==> src/rtl/cache_pkg.sv <==
// Shared cache geometry and burst FSM encoding.
// The address decoder imports the same constants, so field positions stay aligned.
package cache_pkg;

   localparam int ADDR_W         = 16;
   localparam int INDEX_W        = 5;
   localparam int OFFSET_W       = 5;
   localparam int TAG_W          = ADDR_W - INDEX_W - OFFSET_W;
   localparam int WSEL_W         = OFFSET_W - 2;
   localparam int WORDS_PER_LINE = 8;

   typedef enum logic [1:0] {
      IDLE  = 2'd0,
      BURST = 2'd1,
      DONE  = 2'd2
   } state_t;

endpackage

==> src/rtl/line_addr_pack.sv <==
// Composes a word-aligned byte address from {tag, index, word}.
// This is the exact inverse of the cache address decoder.
module line_addr_pack
   import cache_pkg::*;
(
   input  logic [TAG_W-1:0]   tag,
   input  logic [INDEX_W-1:0] index,
   input  logic [WSEL_W-1:0]  word,
   output logic [ADDR_W-1:0]  addr
);

   assign addr = {tag, index, word, {(OFFSET_W - WSEL_W){1'b0}}};

endmodule

==> src/rtl/line_addr_gen.sv <==
// Critical-word-first burst address generator for cache line refill/writeback.
// Accepts {tag, index, word} from the controller and emits 8 wrapping beat addresses.
module line_addr_gen
   import cache_pkg::*;
(
   input  logic               clk,
   input  logic               rst,
   input  logic               req_valid,
   output logic               req_ready,
   input  logic [TAG_W-1:0]   req_tag,
   input  logic [INDEX_W-1:0] req_index,
   input  logic [WSEL_W-1:0]  req_word,
   input  logic               req_write,
   input  logic               abort,
   output logic               mem_valid,
   input  logic               mem_ready,
   output logic [ADDR_W-1:0]  mem_addr,
   output logic [WSEL_W-1:0]  mem_word,
   output logic               mem_write,
   output logic               mem_last,
   output logic               done
);

   // Handshakes: a transfer happens on a rising edge where valid && ready are both high;
   // valid never waits on ready, and a presented beat holds stable until it transfers.

   state_t               state_q, state_d;
   logic [TAG_W-1:0]     tag_q;
   logic [INDEX_W-1:0]   index_q;
   logic [WSEL_W-1:0]    start_q;
   logic [WSEL_W-1:0]    cnt_q;
   logic                 write_q;
   logic [WSEL_W-1:0]    word_cur;
   logic [ADDR_W-1:0]    addr_cur;
   logic                 accept;
   logic                 beat;
   logic                 cnt_last;

   // Natural WSEL_W-bit overflow gives the wrap inside the line.
   assign word_cur = start_q + cnt_q;
   assign cnt_last = (cnt_q == WSEL_W'(WORDS_PER_LINE - 1));

   line_addr_pack u_pack (
      .tag   (tag_q),
      .index (index_q),
      .word  (word_cur),
      .addr  (addr_cur)
   );

   always_comb begin
      state_d   = state_q;
      req_ready = 1'b0;
      mem_valid = 1'b0;
      mem_addr  = '0;
      mem_word  = '0;
      mem_last  = 1'b0;
      done      = 1'b0;
      accept    = 1'b0;
      beat      = 1'b0;
      case (state_q)
         IDLE: begin
            req_ready = 1'b1;
            accept    = req_valid;
            if (req_valid) state_d = BURST;
         end
         BURST: begin
            mem_valid = 1'b1;
            mem_addr  = addr_cur;
            mem_word  = word_cur;
            mem_last  = cnt_last;
            // abort wins over a same-cycle handshake
            beat      = mem_ready && !abort;
            if (abort)               state_d = IDLE;
            else if (beat && cnt_last) state_d = DONE;
         end
         DONE: begin
            done    = !abort;
            state_d = IDLE;
         end
         default: state_d = IDLE;
      endcase
   end

   always_ff @(posedge clk or posedge rst) begin
      if (rst) begin
         state_q <= IDLE;
         tag_q   <= '0;
         index_q <= '0;
         start_q <= '0;
         write_q <= 1'b0;
         cnt_q   <= '0;
      end else begin
         state_q <= state_d;
         if (accept) begin
            tag_q   <= req_tag;
            index_q <= req_index;
            start_q <= req_word;
            write_q <= req_write;
            cnt_q   <= '0;
         end else if (beat) begin
            cnt_q <= cnt_q + WSEL_W'(1);
         end
      end
   end

   assign mem_write = write_q;

endmodule

==> config.mk <==
export PLATFORM = sky130hd
export DESIGN_NAME = line_addr_gen
export DESIGN_NICKNAME = d
export VERILOG_FILES = /design/src/rtl/cache_pkg.sv /design/src/rtl/line_addr_pack.sv /design/src/rtl/line_addr_gen.sv
export SDC_FILE = /design/constraint.sdc
export NUM_CORES = 1
export LEC_CHECK = 0
export CELL_PAD_IN_SITES_DETAIL_PLACEMENT = 2
export CELL_PAD_IN_SITES_GLOBAL_PLACEMENT = 2
export CORE_MARGIN = 2
export CORE_UTILIZATION = 28
export CTS_BUF_LIST = sky130_fd_sc_hd__clkbuf_2
export DETAILED_ROUTE_END_ITERATION = 10
export HOLD_SLACK_MARGIN = 0.02
export MAX_ROUTING_LAYER = met4
export PLACE_DENSITY = 0.83
export SLEW_MARGIN = 15
export SYNTH_ARGS = -nofsm -noshare
export SYNTH_HDL_FRONTEND = slang
export SYNTH_HIERARCHICAL = 1
export SYNTH_SLANG_ARGS = --single-unit
==> constraint.sdc <==
create_clock -name clk -period 2.6 [get_ports clk]
set_input_delay 0.78 -clock clk [delete_from_list [all_inputs] [get_ports clk]]
set_output_delay 0.78 -clock clk [all_outputs]
set_load 0.02 [all_outputs]
After elaboration in Yosys (flattened, before gate mapping)

Index checks and enable logic that the tools add are counted.

Bits in registers: 20
Bits of input ports: 20
Output and inout bits: 24
Word-level logic and storage cells: 33

Add/sub/neg operators: 2
Equal/unequal tests: 5
Mux-type cells: 14
Reduce and logical (&&, ||, !) cells: 6

Operators by type and width:

| operator                                                        | count |
|---|---|
| 16-bit two-way mux                                              | 1 |
| 3-bit two-way mux                                               | 3 |
| 1-bit two-way mux                                               | 6 |
| 2-bit two-way mux                                               | 3 |
| 2-bit case mux with 2 select lines                              | 1 |
| 3-bit by 1-bit adder with 3-bit output, second input constant   | 1 |
| 3-bit adder                                                     | 1 |
| 3-bit == test, second input constant                            | 1 |
| 3-bit inequality test, second input constant                    | 1 |
| 2-bit by 1-bit == test with 1-bit output, second input constant | 1 |
| 2-bit == test, second input constant                            | 1 |
| 1-bit logical AND                                               | 2 |
| 2-bit zero test                                                 | 1 |
| 2-bit inequality test, second input constant                    | 1 |
| 2-bit AND reduction                                             | 1 |
| 2-bit nonzero test                                              | 1 |
| 1-bit zero test                                                 | 1 |

Depth between registers and ports, before layout

Gate-level depths: netlist of run 1.

Depth in word-level cells: 6
Gate-level depth with buffers: 7
Mapped depth without buffers: 6

Cells and area by module

The synthesis of run 1 kept the hierarchy.

By module, submodules not included:

| module         | instances | cells each | area an instance (um^2) | sequential area each (um^2) |
|---|---|---|---|---|
| line_addr_gen  | 1         | 85         | 1,041.0                 | 500.5 |
| line_addr_pack | 1         | 17         | 123.9                   | 0.0 |

Least setup slack after synthesis of run 1

Ideal clock, no wire load.

Kind: register -> output
From: register cnt_q[0]
To: output port mem_addr[4]
Arrival time: 1,547 ps
Required time: 1,820 ps
Setup slack: 273 ps
Stages on the path, launching flop included: 8
Buffers on the path: 1
Cells stage by stage: dfrtp_1 > ha_1 > inv_1 > fa_1 > xor2_1 > xnor2_1 > buf_4 > and2_1

Longest elaborated chain between the ends: 2

Ends and longest elaborated chain:

| item                   | line                 | text |
|---|---|---|
| from (decl)            | line_addr_gen.sv:31  | `logic [WSEL_W-1:0] cnt_q;` |
| from (signal assigned) | line_addr_gen.sv:101 | `cnt_q <= cnt_q + WSEL_W'(1);` |
| 3-bit adder            | line_addr_gen.sv:40  | `assign word_cur = start_q + cnt_q;` |
| via word_cur[2]        | line_addr_gen.sv:33  | `logic [WSEL_W-1:0] word_cur;` |
| 16-bit two-way mux     | line_addr_gen.sv:60  | `case (state_q)` |
| to (decl)              | line_addr_gen.sv:17  | `output logic [ADDR_W-1:0] mem_addr,` |

The timed path passes the listed nets, and every way through them passes these cells.

Worst setup path in the final report of run 1

Same ends and word-level chain as after synthesis.

==> flow_metrics.tcl, run 1 <==
set metrics [dict create \
    status "finished with violations" \
    violations "setup timing" \
    min_from "tag_q[5]$_DFFE_PP0P_" \
    clkPwrFrac_pct 21.6 \
    async_flop_share_pct 100 \
    rows 23 \
    ant_nets 0 \
    critPathMaxFanout 2 \
    min_period_over_period_pct 100 \
    ys.flop_type "dfrtp_1" \
    cts-root-buf "clkbuf_2" \
    finalNetCount 158 \
    synth_compound_gate_area_share_pct 0.644 \
    holdPathStages 1 \
    layout-drive-gt1-share_pct 28.6 \
    num_vias 789 \
    grt-ovfl-total 0 \
    cpPeakStageDelay_ps 400 \
    fin_crit_ps 2610 \
    syn_inst 102 \
    netlist_area_um2 1160 \
    startpoint_type "register" \
    mostFrequentLayoutCells "clkdlybuf4s50_1 (21), and2_1 (20), dfrtp_1 (20), dlygate4sd2_1 (13), mux2_2 (9)" \
    worstPathRequired_ps 1820 \
    peakVddDrop_mv 0.275 \
    p_leak_nw 0.758 \
    end_kind "output pin" \
    grt_usage_pct 12.1 \
    grt_pass1_vias 891 \
    n_antenna_cell 0 \
    seq_area_frac_synth_pct 43.0 \
    io_pins 44 \
    worstPathCellList "ha_2 > inv_2 > fa_2 > xor2_2 > xnor2_2 > and2_4 > buf_6" \
    final_max_slew_viol_count 0 \
    hold_class "register to register" \
    critPathLaunch "cnt_q[0]$_DFFE_PP0P_" \
    place_inst 179 \
    setup_viol 2 \
    drtIter0Drc 2 \
    synthDistinctLibCells 21 \
    p_seq_share_pct 37.4 \
    switching_share_pct 31.8 \
    arrival_ps 1830 \
    fin_worst_skew_ps 20.4 \
    dieArea_um2 4690 \
    cts_buffers 3 \
    synth_largest_area_cell "dfrtp_1" \
    rr_startpoint "state_q[0]$_DFFE_PP0P_" \
    cts_max_path_buffers 2 \
    yosys.area_share.adder_pct 4.94 \
    gp_congestion 0.667 \
    portBuffers 41 \
    core_um2 4000 \
    routed_via_density 4.31 \
    power_density_nw_per_um2 686 \
    wirelength_mm 2.56 \
    clk_pin_slew_ps 190 \
    synth_edf_count 0 \
    cts_sinks 20 \
    cts_hold_buf 0 \
    final_hold_viol_count 0 \
    avgSynthCellArea_um2 11.4 \
    rsz0062_at_grt "true" \
    drtPass1Iterations 2 \
    grt_max_degree 23 \
    syn_to_final_growth_pct 35.2 \
    dp_hpwl_mm 1.99 \
    synth_xor_area_share_pct 2.26 \
    final_util_pct 39.4 \
    cts_tree "done" \
    synth_seq_cells 20 \
    synthTopCellsByArea "dfrtp_1 (43%), and2_1 (11%), buf_4 (10%), mux2_2 (8.7%), mux2_4 (7.7%)" \
    r2r_cells 3 \
    drc 0 \
    wl_per_cell_um 14.0 \
    insertion_delay_ps 320 \
    slowest_stage "dfrtp_1" \
    p_int_uw 737 \
    stdcell_count 183 \
    post-place-ws_ps -304 \
    grt_pass1_wl_mm 4.04 \
    final_common_cell "clkdlybuf4s50_1" \
    yosys.area_share.simple_pct 16.2 \
    die_h_um 68.5 \
    yosysWarnings 6 \
    setup_ws_ps -10.7 \
    die-width_um 68.5 \
    combPwrFrac_pct 41.0 \
    initial_core_util_pct 29.1 \
    synthMuxAreaShare_pct 18.2 \
    setup_tns_ps -19.7 \
    path_class "register to output pin" \
    cap_violations 0 \
    cts_htree_levels 1 \
    antenna_found_initial 0 \
    synth_top_family_by_area "multiplexers" \
    netSwitchingPower_uw 344 \
    netlist.area_leader.share_pct 43.0 \
    fmax_mhz 383 \
]
## final timing paths
path / end / slack (ps)
min in group asynchronous: tag_q[3]$_DFFE_PP0P_ / 720
max in group asynchronous: start_q[0]$_DFFE_PP0P_ / 1360
min: tag_q[5]$_DFFE_PP0P_ / 530
min reg2reg: tag_q[5]$_DFFE_PP0P_ / 530
max: mem_addr[4] / -10
max reg2reg: start_q[0]$_DFFE_PP0P_ / 1180
## worst max-delay path, delay by kind of cell (launching register included)
kind,cells,cell delay [ps]
buf+inv,2,150
fa+ha+maj,2,510
flops,1,400
xor+xnor,2,310
simple gates,1,160
## final cells by class
class / count / area, um2
clock buffer: 3 / 15.0
clock inverter: 1 / 30.0
fill: 411 / 2420
inverter: 5 / 18.8
multi-input combinational: 58 / 522
sequential: 20 / 500
tap: 50 / 62.6
timing repair buffer: 46 / 427
## through the flow
| stage | hold slack (ps) | total power, mW | cell area (um2) |
|---|---|---|---|
| after floorplan | 482 | 0.753 | 1170 |
| after global placement | 483 | 0.857 | 1530 |
| after detailed placement | 490 | 0.875 | 1530 |
| after CTS | 539 | 1.08 | 1550 |
| after global routing | 565 | 1.16 | 1580 |
| final | 531 | 1.08 | 1580 |
## per-layer routing
metal  vias up  global-route usage (%)  routed length (um)
met1       392                    13.1                1080
met5         -                       -                   0
li1        365                       -                   -
met4         0                    3.00                   9
met2        30                    22.4                1310
met3         2                    2.27                 166
## power groups by stage
stage                     clock network, mW  logic, mW  registers, mW
after floorplan                           0      0.344          0.408
after global placement                    0      0.452          0.405
after detailed placement                  0      0.466          0.410
after CTS                             0.243      0.434          0.405
after global routing                  0.254      0.485          0.416
final                                 0.233      0.443          0.405
## sequential cells by signal (all words and copies together) (netlist names)
name	count
state_q	2
cnt_q	3
index_q	5
tag_q	6
start_q	3
mem_write	1
## cells in the mapped netlist (2+ instances only)
master / number
and2_1: 21
dfrtp_1: 20
buf_4: 16
mux2_2: 9
mux2_4: 6
inv_1: 5
nor2_1: 4
ha_1: 3
buf_6: 2
clkbuf_1: 2
mux2i_1: 2
nand2_1: 2
xnor2_1: 2
## what timing repair did
action | 4_1_cts | 5_1_grt
endpoints found under the hold margin | 0 | 0
endpoints found under the setup margin | 19 | 7
pin swaps | 2 | 2
buffers inserted | 0 | 0
resized for setup | 38 | 12
## logic make-up (layout without fill, tap and decap cells)
logic type	after synthesis	in the layout
adder cells (fa/ha/maj)	4	4
AND/OR/NAND/NOR	31	31
flip-flops	20	20
other	1	2
XOR/XNOR	3	3
AO/OA/AOI/OAI	1	1
multiplexers	17	17
buffers and inverters	25	55
(Power assumes the default switching activity.)
==> inputs of run 2 (changes only) <==
--- a/config.mk
+++ b/config.mk
@@ -7,13 +7,14 @@
 export LEC_CHECK = 0
 export CELL_PAD_IN_SITES_DETAIL_PLACEMENT = 2
 export CELL_PAD_IN_SITES_GLOBAL_PLACEMENT = 2
-export CORE_MARGIN = 2
+export CORE_MARGIN = 5
 export CORE_UTILIZATION = 28
 export CTS_BUF_LIST = sky130_fd_sc_hd__clkbuf_2
 export DETAILED_ROUTE_END_ITERATION = 10
 export HOLD_SLACK_MARGIN = 0.02
 export MAX_ROUTING_LAYER = met4
 export PLACE_DENSITY = 0.83
+export SKIP_CTS_REPAIR_TIMING = 1
 export SLEW_MARGIN = 15
 export SYNTH_ARGS = -nofsm -noshare
 export SYNTH_HDL_FRONTEND = slang
==> flow_metrics.tcl, run 2 (same netlist as run 1, synthesis figures left out) <==
set metrics [dict create \
    portBuffers 41 \
    post-place-ws_ps -226 \
    slowest_stage "dfrtp_1" \
    drtPass1Iterations 2 \
    fin_crit_ps 2670 \
    largest_registers "tag_q (6), index_q (5)" \
    io_pins 44 \
    fill_cells 445 \
    max-slew-margin-rel_pct 47.4 \
    violations "setup timing" \
    die-width_um 74.5 \
    syn_to_final_growth_pct 38.3 \
    cts-root-buf "clkbuf_2" \
    stdcell_count 185 \
    hold_end "tag_q[4]$_DFFE_PP0P_" \
    antenna_found_initial 0 \
    final_hold_viol_count 0 \
    r2r_slack_ps 1160 \
    p_leak_nw 0.929 \
    cpPeakStageDelay_ps 410 \
    worstPathCellList "ha_1 > inv_1 > fa_2 > xor2_1 > xnor2_1 > and2_1 > buf_6" \
    gp_congestion 0.738 \
    startpoint_type "register" \
    holdWs_ps 524 \
    grt_max_degree 21 \
    ant_nets 0 \
    rsz0062_at_grt "true" \
    grt_pass1_vias 920 \
    n_antenna_cell 0 \
    cts_max_path_buffers 2 \
    mostFrequentLayoutCells "clkdlybuf4s50_1 (21), and2_1 (20), dfrtp_1 (20), dlymetal6s2s_1 (16), mux2_2 (9)" \
    setup_ws_ps -71.0 \
    cts_sinks 20 \
    place_inst 180 \
    hold_class "register to register" \
    drtIter0Drc 1 \
    insertion_delay_ps 300 \
    rows 23 \
    peakVddDrop_mv 0.237 \
    status "finished with violations" \
    cts_htree_levels 1 \
    top_register "tag_q" \
    r2r_cells 3 \
    cts_buffers 3 \
    final_common_cell "clkdlybuf4s50_1" \
    wl_per_cell_um 14.7 \
    drc 0 \
    worstMarginPinSlew_ps 789 \
    num_vias 789 \
    critPathMaxFanout 2 \
    holdPathStages 1 \
    wirelength_mm 2.72 \
    cap_violations 0 \
    reg2reg_to "index_q[4]$_DFFE_PP0P_" \
    die_h_um 74.5 \
    grt_pass1_wl_mm 4.55 \
    fin_worst_skew_ps 11.7 \
    dieArea_um2 5550 \
    core_um2 4030 \
    routed_via_density 4.26 \
    initial_core_util_pct 28.9 \
    clk_pin_slew_ps 190 \
    grt_usage_pct 11.1 \
    min_period_over_period_pct 103 \
    finalNetCount 160 \
    power_density_nw_per_um2 624 \
    final_max_slew_viol_count 0 \
    arrival_ps 1890 \
    layout-drive-gt1-share_pct 25.9 \
    end_kind "output pin" \
    path_buf_inv 2 \
    min_from "tag_q[4]$_DFFE_PP0P_" \
    fmax_mhz 374 \
    largest_register_ff_count 6 \
    path_class "register to output pin" \
    rr_startpoint "state_q[0]$_DFFE_PP0P_" \
    worstPathRequired_ps 1820 \
    setup_viol 2 \
    crit_family "adder cells" \
    place_area_um2 1540 \
    grt-ovfl-total 0 \
    design_area_um2 1610 \
    dp_hpwl_mm 2.19 \
    cts_tree "done" \
]
run 2: area by class of cell:
| type | instances | area [um2] | share of cell area (%) |
|---|---|---|---|
| multi-input cells | 58 | 507 | 31.4 |
| repair buffers | 48 | 504 | 31.3 |
| flip-flops and latches | 20 | 500 | 31.1 |
| well taps | 50 | 62.6 | 3.88 |
| inverters | 5 | 18.8 | 1.16 |
| clock buffers | 3 | 15.0 | 0.932 |
| clock inverters | 1 | 3.75 | 0.233 |
run 2: worst max-delay path by stage:
stage | start | end | slack, ps | cells after the start
after floorplan | cnt_q[0]$_DFFE_PP0P_ | mem_addr[4] | 270 | 7
after global placement | abort | done | -180 | 3
after detailed placement | abort | done | -230 | 3
after CTS | start_q[0]$_DFFE_PP0P_ | mem_addr[4] | -620 | 7
after global routing | start_q[0]$_DFFE_PP0P_ | mem_addr[4] | -280 | 7
final | start_q[0]$_DFFE_PP0P_ | mem_addr[4] | -70 | 7
run 2: where the power goes:
group          switching (mW)  leakage, nW  internal, mW
sequential             0.0325        0.242         0.371
clock                  0.0926       0.0140        0.0335
combinational           0.215        0.673         0.261
run 2: routing by layer:
| layer | track usage, % | routed length [um] | vias to the layer above |
|---|---|---|---|
| met5 | - | 0 | - |
| met4 | 3.56 | 21 | 0 |
| met3 | 2.70 | 189 | 2 |
| met2 | 18.3 | 1400 | 27 |
| met1 | 13.2 | 1100 | 389 |
| li1 | - | - | 371 |
run 2: metrics by stage:
stage / TNS (ps) / utilization [%] / power, mW
after global placement: -406 / 38.1 / 0.866
after global routing: -674 / 40.0 / 1.09
after detailed placement: -691 / 38.1 / 0.889
after CTS: -3490 / 38.6 / 1.02
after floorplan: 0 / - / 0.753
final: -120 / 40.0 / 1.01
==> inputs of run 3 (changes only) <==
--- a/config.mk
+++ b/config.mk
@@ -14,6 +14,7 @@
 export HOLD_SLACK_MARGIN = 0.02
 export MAX_ROUTING_LAYER = met4
 export PLACE_DENSITY = 0.83
+export REMOVE_ABC_BUFFERS = 1
 export SKIP_CTS_REPAIR_TIMING = 1
 export SLEW_MARGIN = 15
 export SYNTH_ARGS = -nofsm -noshare
==> flow_metrics.tcl, run 3 (same netlist as run 1, synthesis figures left out) <==
set metrics [dict create \
    grt-ovfl-total 0 \
    end_kind "output pin" \
    n_antenna_cell 0 \
    fmax_mhz 368 \
    die-width_um 74.5 \
    drtIter0Drc 12 \
    cap_violations 0 \
    die_h_um 74.5 \
    top_register "tag_q" \
    path_buf_inv 2 \
    portBuffers 41 \
    wl_per_cell_um 15.8 \
    layout-drive-gt1-share_pct 26.1 \
    cts_sinks 20 \
    mostFrequentLayoutCells "clkdlybuf4s50_1 (21), dfrtp_1 (20), and2_1 (19), dlymetal6s2s_1 (16), mux2_2 (9)" \
    fin_crit_ps 2710 \
    wirelength_mm 2.90 \
    initial_core_util_pct 28.9 \
    grt_max_degree 21 \
    antenna_found_initial 0 \
    worstMarginPinSlew_ps 786 \
    core_um2 4030 \
    setup_tns_ps -204 \
    cts-root-buf "clkbuf_2" \
    power_density_nw_per_um2 629 \
    place_inst 179 \
    routed_via_density 4.34 \
    arrival_ps 1930 \
    cts_htree_levels 1 \
    combPwrFrac_pct 47.5 \
    final_common_cell "clkdlybuf4s50_1" \
    syn_to_final_growth_pct 38.3 \
    crit_family "adder cells" \
    violations "setup timing" \
    rsz0062_at_grt "true" \
    path_class "register to output pin" \
    grt_pass1_wl_mm 4.62 \
    slowest_stage "dfrtp_1" \
    num_vias 798 \
    cpPeakStageDelay_ps 400 \
    cts_tree "done" \
    fill_cells 427 \
    switching_share_pct 34.2 \
    gp_congestion 0.652 \
    top_layer_used "met4" \
    dp_hpwl_mm 2.37 \
    design_area_um2 1610 \
    multi_input_area_um2 514 \
    place_area_um2 1530 \
    r2r_slack_ps 1080 \
    wl_met3_um 142 \
    hold_class "register to register" \
    holdWs_ps 529 \
    grt_pass1_vias 951 \
    register_area_um2 500 \
    worstPathCellList "ha_1 > inv_1 > fa_2 > xor2_2 > xnor2_1 > and2_1 > buf_6" \
    grt_usage_pct 11.9 \
    worstPathRequired_ps 1820 \
    finalNetCount 159 \
    largest_register_ff_count 6 \
    route.met2.wl_mm 1.73 \
    wl_met1_um 987 \
    drc 0 \
    p_int_uw 667 \
    final_hold_viol_count 0 \
    dieArea_um2 5550 \
    ant_nets 0 \
    setup_viol 2 \
    drtPass1Iterations 3 \
    min_period_over_period_pct 104 \
    p_leak_nw 0.926 \
    status "finished with violations" \
    insertion_delay_ps 320 \
    io_pins 44 \
    rows 23 \
    clk_pin_slew_ps 200 \
    peakVddDrop_mv 0.332 \
    fin_worst_skew_ps 20.9 \
    largest_registers "tag_q (6), index_q (5)" \
    cts_max_path_buffers 2 \
    cts_buffers 3 \
    clkPwrFrac_pct 12.5 \
    stdcell_count 184 \
    final_max_slew_viol_count 0 \
    netSwitchingPower_uw 347 \
    max-slew-margin-rel_pct 47.5 \
    setup_ws_ps -114 \
    critPathMaxFanout 2 \
    p_seq_share_pct 40.0 \
    startpoint_type "register" \
]
-- run 3: cell types whose count changed in the layout (fill, tap and decap cells not counted) --
cell,before,now
and2_4,2,3
xor2_2,0,1
nor2b_1,0,1
buf_4,8,7
xor2_1,1,0
and2_1,20,19
nor2b_2,1,0
-- run 3: final cells by class --
type,count,area share (%)
tap,50,3.88
inverter,5,1.16
sequential,20,31.1
timing repair buffer,47,30.8
clock inverter,1,0.233
multi-input combinational,58,31.9
clock buffer,3,0.932
-- run 3: layer usage --
| layer | up-vias | track usage (%) |
|---|---|---|
| met5 | - | - |
| met4 | 0 | 4.15 |
| met3 | 2 | 2.97 |
| met2 | 25 | 23.7 |
| met1 | 404 | 10.5 |
| li1 | 367 | - |
-- run 3: metrics by stage --
step	power, mW	util [%]	setup WS (ps)
2_1_floorplan	0.661	-	344
4_1_cts	1.03	38.4	-701
5_1_grt	1.09	40.0	-266
3_3_place_gp	0.864	38.0	-179
6_report	1.01	40.0	-114
3_5_place_dp	0.894	38.0	-281
-- run 3: path summary, 6_finish.rpt --
| path | cells past startpoint | endpoint | from |
|---|---|---|---|
| max | 7 | mem_word[2] | start_q[0]$_DFFE_PP0P_ |
| min | 1 | index_q[3]$_DFFE_PP0P_ | index_q[3]$_DFFE_PP0P_ |
| max reg2reg | 4 | tag_q[4]$_DFFE_PP0P_ | state_q[0]$_DFFE_PP0P_ |
| min reg2reg | 1 | index_q[3]$_DFFE_PP0P_ | index_q[3]$_DFFE_PP0P_ |
| max in group asynchronous | 2 | index_q[2]$_DFFE_PP0P_ | rst |
| min in group asynchronous | 2 | tag_q[3]$_DFFE_PP0P_ | rst |
-- run 3: power groups by stage --
| stage | Combinational [mW] | Clock, mW | Sequential (mW) |
|---|---|---|---|
| floorplan | 0.256 | 0 | 0.405 |
| global placement | 0.459 | 0 | 0.405 |
| detailed placement | 0.479 | 0 | 0.415 |
| CTS | 0.482 | 0.137 | 0.408 |
| global route | 0.521 | 0.150 | 0.414 |
| finish | 0.481 | 0.127 | 0.406 |
